<file path="config.mk">
export PLATFORM = sky130hd
export DESIGN_NAME = mem_stage_flat
export DESIGN_NICKNAME = d
export VERILOG_FILES = /design/src/rtl/riscv_pkg.sv /design/src/rtl/mem_stage_if.sv /design/src/rtl/mem_stage_load_align.sv /design/src/rtl/mem_stage.sv /design/src/flat_wrapper.sv
export SDC_FILE = /design/constraint.sdc
export NUM_CORES = 1
export LEC_CHECK = 0
export ABC_AREA = 1
export CAP_MARGIN = 20
export CORE_ASPECT_RATIO = 0.5
export CORE_MARGIN = 2
export CORE_UTILIZATION = 46
export CTS_CLUSTER_SIZE = 14
export DETAILED_ROUTE_END_ITERATION = 8
export PLACE_DENSITY = 0.93
export SYNTH_ARGS = -nofsm -noshare
export SYNTH_HDL_FRONTEND = slang
export SYNTH_SLANG_ARGS = --single-unit
</file>
<file path="constraint.sdc">
create_clock -name clk -period 2.85 [get_ports clk]
set_input_delay 0.855 -clock clk [delete_from_list [all_inputs] [get_ports clk]]
set_output_delay 0.855 -clock clk [all_outputs]
set_load 0.1 [all_outputs]
</file>
<file path="src/rtl/riscv_pkg.sv">
// Shared load/store encodings, MEM-stage state enum and byte-lane helpers for mem_stage.
package riscv_pkg;

    localparam logic [2:0] F3_LB  = 3'b000;
    localparam logic [2:0] F3_LH  = 3'b001;
    localparam logic [2:0] F3_LW  = 3'b010;
    localparam logic [2:0] F3_LBU = 3'b100;
    localparam logic [2:0] F3_LHU = 3'b101;
    localparam logic [2:0] F3_SB  = 3'b000;
    localparam logic [2:0] F3_SH  = 3'b001;
    localparam logic [2:0] F3_SW  = 3'b010;

    typedef enum logic [1:0] {
        IDLE = 2'd0,
        REQ  = 2'd1,
        WAIT = 2'd2
    } mem_state_t;

    typedef enum logic [1:0] {
        SZ_B = 2'd0,
        SZ_H = 2'd1,
        SZ_W = 2'd2
    } acc_size_t;

    // Reserved encodings fall through to a word access.
    function automatic acc_size_t acc_size(input logic is_store, input logic [2:0] f3);
        acc_size_t sz;
        sz = SZ_W;
        if (is_store) begin
            if (f3 == F3_SB)      sz = SZ_B;
            else if (f3 == F3_SH) sz = SZ_H;
        end else begin
            if (f3 == F3_LB || f3 == F3_LBU)      sz = SZ_B;
            else if (f3 == F3_LH || f3 == F3_LHU) sz = SZ_H;
        end
        return sz;
    endfunction

    function automatic logic [3:0] lane_be(input acc_size_t sz, input logic [1:0] lo2);
        case (sz)
            SZ_B:    return 4'b0001 << lo2;
            SZ_H:    return 4'b0011 << {lo2[1], 1'b0};
            default: return 4'b1111;
        endcase
    endfunction

    function automatic logic [31:0] store_lanes(input acc_size_t sz, input logic [31:0] sd);
        case (sz)
            SZ_B:    return {4{sd[7:0]}};
            SZ_H:    return {2{sd[15:0]}};
            default: return sd;
        endcase
    endfunction

    function automatic logic misaligned(input acc_size_t sz, input logic [1:0] lo2);
        return ((sz == SZ_H) && lo2[0]) || ((sz == SZ_W) && (lo2 != 2'b00));
    endfunction

endpackage

</file>
<file path="src/rtl/mem_stage_if.sv">
// Data-memory request/response bus between mem_stage (master) and the data memory (slave).
interface mem_stage_if #(
    parameter int WIDTH = 32
);
    logic               dmem_req;
    logic               dmem_ready;
    logic               dmem_we;
    logic [WIDTH-1:0]   dmem_addr;
    logic [WIDTH/8-1:0] dmem_be;
    logic [WIDTH-1:0]   dmem_wdata;
    logic               dmem_rvalid;
    logic [WIDTH-1:0]   dmem_rdata;

    modport master (
        output dmem_req, dmem_we, dmem_addr, dmem_be, dmem_wdata,
        input  dmem_ready, dmem_rvalid, dmem_rdata
    );

    modport slave (
        input  dmem_req, dmem_we, dmem_addr, dmem_be, dmem_wdata,
        output dmem_ready, dmem_rvalid, dmem_rdata
    );
endinterface

</file>
<file path="src/rtl/mem_stage_load_align.sv">
// load_align: picks the addressed byte/halfword out of a raw load word and sign/zero-extends it.
module load_align
    import riscv_pkg::*;
(
    input  logic [31:0] rdata_i,
    input  logic [1:0]  lo2_i,
    input  logic [2:0]  funct3_i,
    output logic [31:0] data_o
);
    logic [7:0]  lane_b;
    logic [15:0] lane_h;

    assign lane_b = 8'(rdata_i >> {lo2_i, 3'b000});
    assign lane_h = 16'(rdata_i >> {lo2_i[1], 4'b0000});

    always_comb begin
        case (funct3_i)
            F3_LB:   data_o = {{24{lane_b[7]}}, lane_b};
            F3_LBU:  data_o = {24'd0, lane_b};
            F3_LH:   data_o = {{16{lane_h[15]}}, lane_h};
            F3_LHU:  data_o = {16'd0, lane_h};
            default: data_o = rdata_i;
        endcase
    end
endmodule

</file>
<file path="src/rtl/mem_stage.sv">
// mem_stage: EX->WB memory-access stage with an IDLE/REQ/WAIT data-memory handshake.
// Optional build macro MEM_MISALIGN_TRAP_EN: misaligned accesses are not issued and flagged on `misalign`.
module mem_stage
    import riscv_pkg::*;
#(
    parameter int WIDTH    = 32,
    parameter int REG_ADDR = 5
) (
    input  logic                clk,
    input  logic                rst_n,
    input  logic                in_valid,
    output logic                in_ready,
    input  logic [WIDTH-1:0]    alu_result,
    input  logic [WIDTH-1:0]    store_data,
    input  logic                memRead,
    input  logic                memWrite,
    input  logic [2:0]          funct3,
    input  logic [REG_ADDR-1:0] rd,
    input  logic                regWrite,
    input  logic                memToReg_in,
    mem_stage_if.master         dmem,
    output logic                wb_valid,
    output logic [WIDTH-1:0]    data_read,
    output logic [WIDTH-1:0]    alu_data,
    output logic                memToReg,
    output logic [REG_ADDR-1:0] rd_out,
    output logic                regWrite_out
`ifdef MEM_MISALIGN_TRAP_EN
    ,
    output logic                misalign
`endif
);
    mem_state_t          state_q, state_d;
    logic [WIDTH-1:0]    addr_q, addr_d, wdata_q, wdata_d;
    logic [WIDTH/8-1:0]  be_q, be_d;
    logic                we_q, we_d;
    logic [2:0]          f3_q, f3_d;
    logic [1:0]          lo2_q, lo2_d;
    logic [WIDTH-1:0]    alu_q, alu_d, data_q, data_d;
    logic [REG_ADDR-1:0] rd_q, rd_d;
    logic                mtr_q, mtr_d, regwr_q, regwr_d, wbv_q, wbv_d;
    logic [WIDTH-1:0]    ld_data;
    acc_size_t           sz_in;

    assign sz_in = acc_size(memWrite, funct3);

`ifdef MEM_MISALIGN_TRAP_EN
    logic mis_in, mis_q, mis_d;
    assign mis_in   = misaligned(sz_in, alu_result[1:0]);
    assign misalign = mis_q;
`endif

    load_align u_align (
        .rdata_i  (dmem.dmem_rdata),
        .lo2_i    (lo2_q),
        .funct3_i (f3_q),
        .data_o   (ld_data)
    );

    always_comb begin
        state_d = state_q;
        addr_d  = addr_q;
        wdata_d = wdata_q;
        be_d    = be_q;
        we_d    = we_q;
        f3_d    = f3_q;
        lo2_d   = lo2_q;
        alu_d   = alu_q;
        data_d  = data_q;
        rd_d    = rd_q;
        mtr_d   = mtr_q;
        regwr_d = regwr_q;
        wbv_d   = 1'b0;
`ifdef MEM_MISALIGN_TRAP_EN
        mis_d   = 1'b0;
`endif
        case (state_q)
            IDLE: begin
                if (in_valid) begin
                    alu_d   = alu_result;
                    rd_d    = rd;
                    regwr_d = regWrite;
                    mtr_d   = memToReg_in;
                    f3_d    = funct3;
                    lo2_d   = alu_result[1:0];
                    if (memRead || memWrite) begin
                        addr_d  = {alu_result[WIDTH-1:2], 2'b00};
                        be_d    = lane_be(sz_in, alu_result[1:0]);
                        wdata_d = store_lanes(sz_in, store_data);
                        we_d    = memWrite;
`ifdef MEM_MISALIGN_TRAP_EN
                        if (mis_in) begin
                            wbv_d   = 1'b1;
                            regwr_d = 1'b0;
                            mis_d   = 1'b1;
                        end else
`endif
                        state_d = REQ;
                    end else begin
                        wbv_d = 1'b1;
                    end
                end
            end
            // Request fields stay frozen until the memory accepts.
            REQ: begin
                if (dmem.dmem_ready) begin
                    if (we_q) begin
                        wbv_d   = 1'b1;
                        state_d = IDLE;
                    end else begin
                        state_d = WAIT;
                    end
                end
            end
            WAIT: begin
                if (dmem.dmem_rvalid) begin
                    data_d  = ld_data;
                    wbv_d   = 1'b1;
                    state_d = IDLE;
                end
            end
            default: state_d = IDLE;
        endcase
    end

    always_ff @(posedge clk) begin
        if (!rst_n) begin
            state_q <= IDLE;
            addr_q  <= '0;
            wdata_q <= '0;
            be_q    <= '0;
            we_q    <= 1'b0;
            f3_q    <= '0;
            lo2_q   <= '0;
            alu_q   <= '0;
            data_q  <= '0;
            rd_q    <= '0;
            mtr_q   <= 1'b0;
            regwr_q <= 1'b0;
            wbv_q   <= 1'b0;
`ifdef MEM_MISALIGN_TRAP_EN
            mis_q   <= 1'b0;
`endif
        end else begin
            state_q <= state_d;
            addr_q  <= addr_d;
            wdata_q <= wdata_d;
            be_q    <= be_d;
            we_q    <= we_d;
            f3_q    <= f3_d;
            lo2_q   <= lo2_d;
            alu_q   <= alu_d;
            data_q  <= data_d;
            rd_q    <= rd_d;
            mtr_q   <= mtr_d;
            regwr_q <= regwr_d;
            wbv_q   <= wbv_d;
`ifdef MEM_MISALIGN_TRAP_EN
            mis_q   <= mis_d;
`endif
        end
    end

    assign in_ready        = (state_q == IDLE);
    assign dmem.dmem_req   = (state_q == REQ);
    assign dmem.dmem_we    = we_q;
    assign dmem.dmem_addr  = addr_q;
    assign dmem.dmem_be    = be_q;
    assign dmem.dmem_wdata = wdata_q;
    assign wb_valid        = wbv_q;
    assign data_read       = data_q;
    assign alu_data        = alu_q;
    assign memToReg        = mtr_q;
    assign rd_out          = rd_q;
    assign regWrite_out    = wbv_q & regwr_q;
endmodule

</file>
<file path="src/flat_wrapper.sv">
// flat-port wrapper written by rule: the top's interface ports become plain ports
module mem_stage_flat import riscv_pkg::*;
#(
    parameter int WIDTH    = 32,
    parameter int REG_ADDR = 5
)
  (clk, rst_n, in_valid, in_ready, alu_result, store_data, memRead, memWrite, funct3, rd, regWrite, memToReg_in, wb_valid, data_read, alu_data, memToReg, rd_out, regWrite_out, dmem_dmem_req, dmem_dmem_we, dmem_dmem_addr, dmem_dmem_be, dmem_dmem_wdata, dmem_dmem_ready, dmem_dmem_rvalid, dmem_dmem_rdata);
  mem_stage_if #(.WIDTH(WIDTH)) dmem_i ();
  input  logic clk;
  input  logic rst_n;
  input  logic in_valid;
  output logic in_ready;
  input  logic [WIDTH-1:0] alu_result;
  input  logic [WIDTH-1:0] store_data;
  input  logic memRead;
  input  logic memWrite;
  input  logic [2:0] funct3;
  input  logic [REG_ADDR-1:0] rd;
  input  logic regWrite;
  input  logic memToReg_in;
  output logic wb_valid;
  output logic [WIDTH-1:0] data_read;
  output logic [WIDTH-1:0] alu_data;
  output logic memToReg;
  output logic [REG_ADDR-1:0] rd_out;
  output logic regWrite_out;
  output wire logic [$bits(dmem_i.dmem_req)-1:0] dmem_dmem_req;
  output wire logic [$bits(dmem_i.dmem_we)-1:0] dmem_dmem_we;
  output wire logic [$bits(dmem_i.dmem_addr)-1:0] dmem_dmem_addr;
  output wire logic [$bits(dmem_i.dmem_be)-1:0] dmem_dmem_be;
  output wire logic [$bits(dmem_i.dmem_wdata)-1:0] dmem_dmem_wdata;
  input wire logic [$bits(dmem_i.dmem_ready)-1:0] dmem_dmem_ready;
  input wire logic [$bits(dmem_i.dmem_rvalid)-1:0] dmem_dmem_rvalid;
  input wire logic [$bits(dmem_i.dmem_rdata)-1:0] dmem_dmem_rdata;
  assign dmem_dmem_req = dmem_i.dmem_req;
  assign dmem_dmem_we = dmem_i.dmem_we;
  assign dmem_dmem_addr = dmem_i.dmem_addr;
  assign dmem_dmem_be = dmem_i.dmem_be;
  assign dmem_dmem_wdata = dmem_i.dmem_wdata;
  assign dmem_i.dmem_ready = dmem_dmem_ready;
  assign dmem_i.dmem_rvalid = dmem_dmem_rvalid;
  assign dmem_i.dmem_rdata = dmem_dmem_rdata;
  mem_stage #(.WIDTH(WIDTH), .REG_ADDR(REG_ADDR)) u_core (.clk(clk), .rst_n(rst_n), .in_valid(in_valid), .in_ready(in_ready), .alu_result(alu_result), .store_data(store_data), .memRead(memRead), .memWrite(memWrite), .funct3(funct3), .rd(rd), .regWrite(regWrite), .memToReg_in(memToReg_in), .dmem(dmem_i), .wb_valid(wb_valid), .data_read(data_read), .alu_data(alu_data), .memToReg(memToReg), .rd_out(rd_out), .regWrite_out(regWrite_out));
endmodule
</file>
==> summary.txt <==
worst vdd ir: 0.000458 V
Setup Buffers After CTS: 0
Leak: 4.05 nW
Core Footprint: 12700 sq um
Placement Rows: 29
status: complete, no violations
Clock transition at path regs: 60 ps
fmax: 437 MHz
1st-pass router iterations: 5
most frequent cells in the layout: nand2_1, buf_4, dfxtp_1
fin nets: 1175
Layout fillers: 998
final worst path period share: 80.4%
synth unique cells: 30
die span in x: 166 um
total CTS buffers: 17
total power: 6.53 mW
crit-path cells: buf_4
cell at the slowest stage of the critical path: dfxtp_1
setup TNS: 0 ps
Max stage delay on crit path: 640 ps
Hold Crit Class: reg2reg
Crit path arrival time: 1440 ps
Mapped Cells: 829
RSZ-0062 raised after global routing: no
IO Pins: 256
initial antenna violation count: 0
# resized after CTS: 0
pwr dens: 735 nW/um^2
DR WL/cell: 15.9 um
synthesized area: 6050 sq um
gr usage total: 27.0%
Final Max Slew Viols: 0
Worst setup SP type: flop
Avg Inst Size Synth: 7.30 sq um
critical path class: reg2out
Area Overhead vs Synth: 46.9%
n_diodes: 0
min Tclk post-route: 2290 ps
Critical Path End Type: primary output
Worst-Margin Slew: 634 ps
Starting Density: 47.5%
CTS Sinks: 144
Final Instance Area: 8890 sq um
vias per cell: 5.37
most common cell after layout, fill and taps aside: nand2_1
YS warnings: 0
final-report hold violation count: 0
final WL: 19.9 mm
Root Driver: clkbuf_16
synthesized flop and latch total: 144
ratio of cells with drive above 1 in the final layout: 19.2%
Clk Latency, worst-skew pair: 400 ps
PortBufs: 253
Buf+Inv Stages, Crit Path: 1
first-pass GRT wire length: 31.2 mm
Worst EP required: 2000 ps
via count: 6685
worst clock skew: 8.60 ps
Routed Antenna Nets: 0
dpl hpwl: 14.1 mm
Seq/Total Area, Yosys: 47.6%
DIE AREA: 14100 sq um
Die Ht: 85.1 um
largest net degree at the start of global routing: 48
endpoints failing setup: 0
hold buffer count at CTS: 0
max-cap viol count: 0
dpl cell area: 8260 sq um
H-tree Lvls: 4
clk buf depth: 2
CP delay by family, top: flip-flops
DRC viols: 0
Relative slew margins: 57.7%
grt ovf: 0
Iteration-0 DRC Markers: 643
maximum fanout along the worst path: 13
TritonCTS clock tree: built
RD Place Congestion: 0.879
number of global-route vias before repair: 6377
-- metrics by stage --
step / util [%] / setup slack [ps] / cells / hold WS, ps
after floorplan: - / 336 / 830 / 455
after global placement: 64.9 / 382 / 1213 / 453
after detailed placement: 64.9 / 307 / 1213 / 456
after CTS: 69.8 / 554 / 1245 / 468
after global routing: 69.8 / 507 / 1245 / 481
final: 69.8 / 559 / 1245 / 467
-- cell usage after synthesis --
| cell type | instances | area [sq um] |
|---|---|---|
| or2_2 | 1 | 6.26 |
| a31oi_1 | 16 | 100 |
| conb_1 | 1 | 3.75 |
| buf_4 | 12 | 90.1 |
| a21o_1 | 7 | 52.6 |
| nand2_2 | 5 | 31.3 |
| inv_2 | 6 | 22.5 |
| nand3b_1 | 1 | 7.51 |
| o21bai_1 | 16 | 120 |
| buf_2 | 13 | 65.1 |
| nand3_2 | 2 | 20.0 |
| clkbuf_1 | 22 | 82.6 |
| nand3_4 | 1 | 17.5 |
| nand2_1 | 176 | 661 |
| nand2_4 | 2 | 22.5 |
| nand3_1 | 16 | 80.1 |
| nor2_4 | 1 | 11.3 |
| o21ai_0 | 110 | 551 |
| inv_1 | 58 | 218 |
| nor2_1 | 101 | 379 |
| dfxtp_1 | 144 | 2880 |
| clkbuf_2 | 3 | 15.0 |
| a21oi_1 | 89 | 445 |
| and3_1 | 1 | 6.26 |
| buf_8 | 1 | 15.0 |
| buf_6 | 3 | 33.8 |
| o21ai_1 | 15 | 75.1 |
| buf_1 | 1 | 3.75 |
| o21a_1 | 1 | 7.51 |
| nand4_1 | 4 | 25.0 |
-- state kept, by name, indices dropped and copies added (netlist names), 2 cells and up --
signal                  cells
u_core.data_read           32
u_core.state_q              2
u_core.alu_data            32
u_core.f3_q                 3
u_core.dmem.dmem_addr      30
u_core.dmem.dmem_be         4
u_core.rd_out               5
u_core.dmem.dmem_wdata     32
-- cell families after synthesis --
family / after synthesis / synth area share [%]
AO/OA/AOI/OAI: 254 / 22.3
buffers and inverters: 119 / 9.02
flip-flops: 144 / 47.6
other: 1 / 0.0620
AND/OR/NAND/NOR: 311 / 20.9
-- final timing paths --
kind              cells after the start                        end  slack (ps)                 startpoint
setup reg to reg                      8       u_core.data_read[21]         970         u_core.alu_data[1]
hold / removal                        2  u_core.dmem.dmem_addr[24]         470  u_core.dmem.dmem_addr[24]
hold reg to reg                       2  u_core.dmem.dmem_addr[24]         470  u_core.dmem.dmem_addr[24]
setup / recovery                      1                alu_data[1]         560         u_core.alu_data[1]
-- area by class of cell --
cell class                 instances  area (sq um)  share of cell area (%)
tap                              170           213                    2.39
clock buffer                      19           443                    4.98
inverter                          64           240                    2.70
timing repair buffer             268          2300                    25.9
clock inverter                    13           185                    2.08
sequential                       144          2880                    32.4
multi-input combinational        567          2630                    29.5
-- power by group --
part	switching (mW)	total, mW	leakage [nW]	internal (mW)
sequential	0.0887	2.25	1.18	2.16
clock	0.853	2.35	0.304	1.49
combinational	1.48	1.94	2.57	0.463
-- metal layers --
layer	GRT usage, %	wire length, um	part of all wire, %	vias up
li1	-	-	-	3172
met1	31.7	7770	39	3127
met2	48.0	9960	50	332
met3	5.46	1420	7.2	54
met4	12.8	708	3.6	0
met5	0	0	0	-
Note: power is estimated with default switching activity, not from simulation.
==> variant 1, RTL diff (same flow settings) <==
`REG_ADDR` is set to 5 in 2 places; all go to 6.
--- a/src/rtl/mem_stage.sv
+++ b/src/rtl/mem_stage.sv
@@ -6,3 +6,3 @@
     parameter int WIDTH    = 32,
-    parameter int REG_ADDR = 5
+    parameter int REG_ADDR = 6
 ) (
--- a/src/flat_wrapper.sv
+++ b/src/flat_wrapper.sv
@@ -4,3 +4,3 @@
     parameter int WIDTH    = 32,
-    parameter int REG_ADDR = 5
+    parameter int REG_ADDR = 6
 )
Ports: changed (resized rd and rd_out); port bits go from 256 to 258. The function was not compared with the original's and may differ.
==> variant 1 against the original RTL <==
  * Die area grew 0.75%
  * Sequential cell count grew 1
  * Final cell count shrank 0.16%
  * Count of clock-buffer cells in the layout shrank 2
  * Setup slack gained 0.0099 ns
  * Area after synthesis grew 0.79%
  * Clock skew shrank 0.0021 ns
  * Core utilization grew 0.28 points
  * Power grew 3.6%
  * Worst hold slack lost 0.0056 ns
  * Wire length grew 3.6%
  * Design area grew 0.97%
  * Largest cell class unchanged
==> variant 1: results (changes against the original RTL) <==
INFO  metric multi_input_comb_area = 2643 um2 (was 2626 um2)
INFO  metric grt_first_pass_wirelength = 32090 um (was 31150 um)
INFO  metric wl_per_cell = 16.54 um (was 15.95 um)
INFO  metric final.clkbuf_count = 17 (was 19)
INFO  metric first_global_vias = 6404 (was 6377)
INFO  metric grt_start_max_net_pins = 121 (was 48)
INFO  metric num-fill-cells = 952 (was 998)
INFO  metric clock_sinks = 145 (was 144)
INFO  metric finish.cell_count_without_fillers = 1243 (was 1245)
INFO  metric cell_internal_power = 0.004220 W (was 0.004112 W)
INFO  metric post_synthesis_area_per_instance = 7.383 um2 (was 7.299 um2)
INFO  metric synth_sequential_area_ratio = 0.4760 (was 0.4764)
INFO  metric post_synth_most_frequent_cells = sky130_fd_sc_hd__dfxtp_1 (145), sky130_fd_sc_hd__nor2_1 (144), sky130_fd_sc_hd__o21ai_0 (129) (was sky130_fd_sc_hd__nand2_1 (176), sky130_fd_sc_hd__dfxtp_1 (144), sky130_fd_sc_hd__o21ai_0 (110))
INFO  metric synth_cell_types = 31 (was 30)
INFO  metric non_clock_inverter_count = 61 (was 64)
INFO  metric drive_above_1_share = 0.1911 (was 0.1916)
INFO  metric dp_slack = 0.2965 ns (was 0.3074 ns)
INFO  metric slowest_stage_delay_on_critical_path = 0.62 ns (was 0.64 ns)
INFO  metric peakVddDrop = 0.0004234 V (was 0.0004584 V)
INFO  metric port_buffers = 255 (was 253)
INFO  metric gp_congestion = 0.9051 (was 0.8790)
INFO  metric worst_skew_pair.late_latency = 0.42 ns (was 0.40 ns)
INFO  metric run_status = finished, final reports clean (unchanged)
INFO  metric place_hpwl = 14010 um (was 14050 um)
INFO  metric buf_share = 0.2601 (was 0.2587)
INFO  metric synth_top_cells_by_area = sky130_fd_sc_hd__dfxtp_1 (48%), sky130_fd_sc_hd__o21ai_0 (11%), sky130_fd_sc_hd__nor2_1 (8.9%) (was sky130_fd_sc_hd__dfxtp_1 (48%), sky130_fd_sc_hd__nand2_1 (11%), sky130_fd_sc_hd__o21ai_0 (9.1%))
INFO  metric area_growth_syn_to_layout = 47.19% (was 46.92%)
INFO  metric vias = 6734 (was 6685)
INFO  metric clock_tree_cell_share_of_total_cell_area = 0.07290 (was 0.07065)
INFO  metric postPlaceCellArea = 8322 um2 (was 8262 um2)
INFO  metric clock_skew = 0.006519 ns (was 0.008601 ns)
INFO  metric drt_iter0_markers = 693 (was 643)
INFO  metric sh_seq_area = 0.3234 (was 0.3243)
[variant 1: power groups by stage]
stage | registers, W | clock network [W] | logic (W)
floorplan | 0.00330 | 0 | 0.000468
global placement | 0.00230 | 0 | 0.00196
detailed placement | 0.00231 | 0 | 0.00199
CTS | 0.00227 | 0.00251 | 0.00200
global route | 0.00228 | 0.00260 | 0.00209
finish | 0.00227 | 0.00249 | 0.00201
[variant 1: metal layers]
layer	global-route usage	part of all wire	wire length [um]
met1	0.3201	0.40	8137
met2	0.4871	0.49	10080
met3	0.06437	0.067	1371
met4	0.1654	0.047	974
met5	0	0	0
[variant 1: final timing paths]
path                                                                to  slack [ns]  cells after the start
worst max-delay path                                       alu_data[1]        0.57                      1
worst min-delay path            u_core.dmem.dmem_addr[24]$_SDFFE_PN0P_        0.46                      2
worst max register to register       u_core.data_read[22]$_SDFFE_PN0P_        1.16                      8
worst min register to register  u_core.dmem.dmem_addr[24]$_SDFFE_PN0P_        0.46                      2
==> variant 2, RTL diff (same flow settings) <==
Without the edit above. `wdata_q` no longer has a reset.
--- a/src/rtl/mem_stage.sv
+++ b/src/rtl/mem_stage.sv
@@ -129,3 +129,2 @@
             addr_q  <= '0;
-            wdata_q <= '0;
             be_q    <= '0;
@@ -146,3 +145,2 @@
             addr_q  <= addr_d;
-            wdata_q <= wdata_d;
             be_q    <= be_d;
@@ -163,2 +161,6 @@
 
+    always_ff @(posedge clk) begin
+        wdata_q <= wdata_d;
+    end
+
     assign in_ready        = (state_q == IDLE);
Formal check against the unedited RTL: not equivalent (a bounded check fails within 4 cycles, from zero or initial values and one cycle with rst_n low).
==> variant 2 against the original RTL <==
  * Power down 5.1%
  * Wire length shrank 4.4%
  * Synthesized cell count fell by 8.1%
  * Setup slack improved by 0.13 ns
  * Design area up 0.17%
  * Sequential cell count unchanged
  * Area after synthesis rose by 0.89%
  * Largest power group is now sequential cells
  * Combinational power fell by 7%
==> variant 2: results (changes against the original RTL) <==
INFO  metric run_status = finished, final reports clean (unchanged)
INFO  metric min-delay-start = u_core.dmem.dmem_be[3]$_SDFFE_PN0P_ (was u_core.dmem.dmem_addr[24]$_SDFFE_PN0P_)
INFO  metric met1_length = 7566 um (was 7767 um)
INFO  metric num-fill-cells = 979 (was 998)
INFO  metric critical-path-slowest-cell = sky130_fd_sc_hd__inv_2 (was sky130_fd_sc_hd__dfxtp_1)
INFO  metric post_synth_most_frequent_cells = sky130_fd_sc_hd__nand2_1 (179), sky130_fd_sc_hd__dfxtp_1 (112), sky130_fd_sc_hd__nor2_1 (95) (was sky130_fd_sc_hd__nand2_1 (176), sky130_fd_sc_hd__dfxtp_1 (144), sky130_fd_sc_hd__o21ai_0 (110))
INFO  metric drive_above_1_share = 0.2134 (was 0.1916)
INFO  metric arrival_worst_endpoint = 2.47 ns (was 1.44 ns)
INFO  metric drt-total-wl = 18980 um (was 19850 um)
INFO  metric met2RoutedLength = 9589 um (was 9955 um)
INFO  metric timing.hold.worst_endpoint = u_core.dmem.dmem_be[3]$_SDFFE_PN0P_ (was u_core.dmem.dmem_addr[24]$_SDFFE_PN0P_)
INFO  metric grt.met2_usage = 0.4703 (was 0.4802)
INFO  metric hold_ws = 0.4675 ns (was 0.4665 ns)
INFO  metric max_slew_margin = 0.5703 (was 0.5770)
INFO  metric peakVddDrop = 0.0004282 V (was 0.0004584 V)
INFO  metric grt_start_max_net_pins = 70 (was 48)
INFO  metric synth_sequential_area_ratio = 0.5247 (was 0.4764)
INFO  metric drt_iter0_markers = 508 (was 643)
INFO  metric cp-endpoint = u_core.data_read[28]$_SDFFE_PN0P_ (was alu_data[1])
INFO  metric grt_first_pass_wirelength = 29680 um (was 31150 um)
INFO  metric dp_slack = 0.3047 ns (was 0.3074 ns)
INFO  metric dr_wl_met3 = 1105 um (was 1423 um)
INFO  metric setup.worst_path.class = in -> reg (was reg -> out)
INFO  metric worstReg2RegEnd = u_core.data_read[10]$_SDFFE_PN0P_ (was u_core.data_read[21]$_SDFFE_PN0P_)
INFO  metric clock_skew = 0.009378 ns (was 0.008601 ns)
INFO  metric nNetsFinal = 1117 (was 1175)
INFO  metric leakage = 4.024 nW (was 4.053 nW)
INFO  metric synth_cell_types = 38 (was 30)
INFO  metric max_freq = 463.5 MHz (was 436.5 MHz)
INFO  metric synth-edff-count = 32 (was 0)
INFO  metric synth_top_cells_by_area = sky130_fd_sc_hd__dfxtp_1 (37%), sky130_fd_sc_hd__edfxtp_1 (16%), sky130_fd_sc_hd__nand2_1 (11%) (was sky130_fd_sc_hd__dfxtp_1 (48%), sky130_fd_sc_hd__nand2_1 (11%), sky130_fd_sc_hd__o21ai_0 (9.1%))
INFO  metric postPlaceCellArea = 8347 um2 (was 8262 um2)
INFO  metric globalRouteMet3Util = 0.05177 (was 0.05457)
INFO  metric path_max_fanout = 46 (was 13)
INFO  metric first_global_vias = 6035 (was 6377)
INFO  metric groute.layer.met1.usage = 0.3003 (was 0.3169)
INFO  metric crit-reg2reg-launch = u_core.f3_q[1]$_SDFFE_PN0P_ (was u_core.alu_data[1]$_SDFFE_PN0P_)
[variant 2: cells by family (layout without fill, tap and decap cells)]
group	count (synthesis)	after routing	synth area share
flip-flops	144	144	0.5247
other	1	2	0.0006143
AO/OA/AOI/OAI	185	185	0.1730
buffers and inverters	116	370	0.08608
AND/OR/NAND/NOR	316	316	0.2156
[variant 2: power groups by stage]
stage | combinational, W | sequential [W] | clock, W
2_1_floorplan | 0.000436 | 0.00323 | 0
3_3_place_gp | 0.00176 | 0.00234 | 0
3_5_place_dp | 0.00179 | 0.00235 | 0
4_1_cts | 0.00179 | 0.00230 | 0.00212
5_1_grt | 0.00187 | 0.00232 | 0.00220
6_report | 0.00180 | 0.00230 | 0.00210
[variant 2: cell type report]
class,instances,area [um2],share of cell area
Sequential cell,144,3203,0.3597
Tap cell,170,212.7,0.02389
Inverter,73,274.0,0.03077
Clock buffer,18,439.2,0.04932
Multi-Input combinational cell,503,2380,0.2672
Timing Repair Buffer,265,2277,0.2557
Clock inverter,14,118.9,0.01335
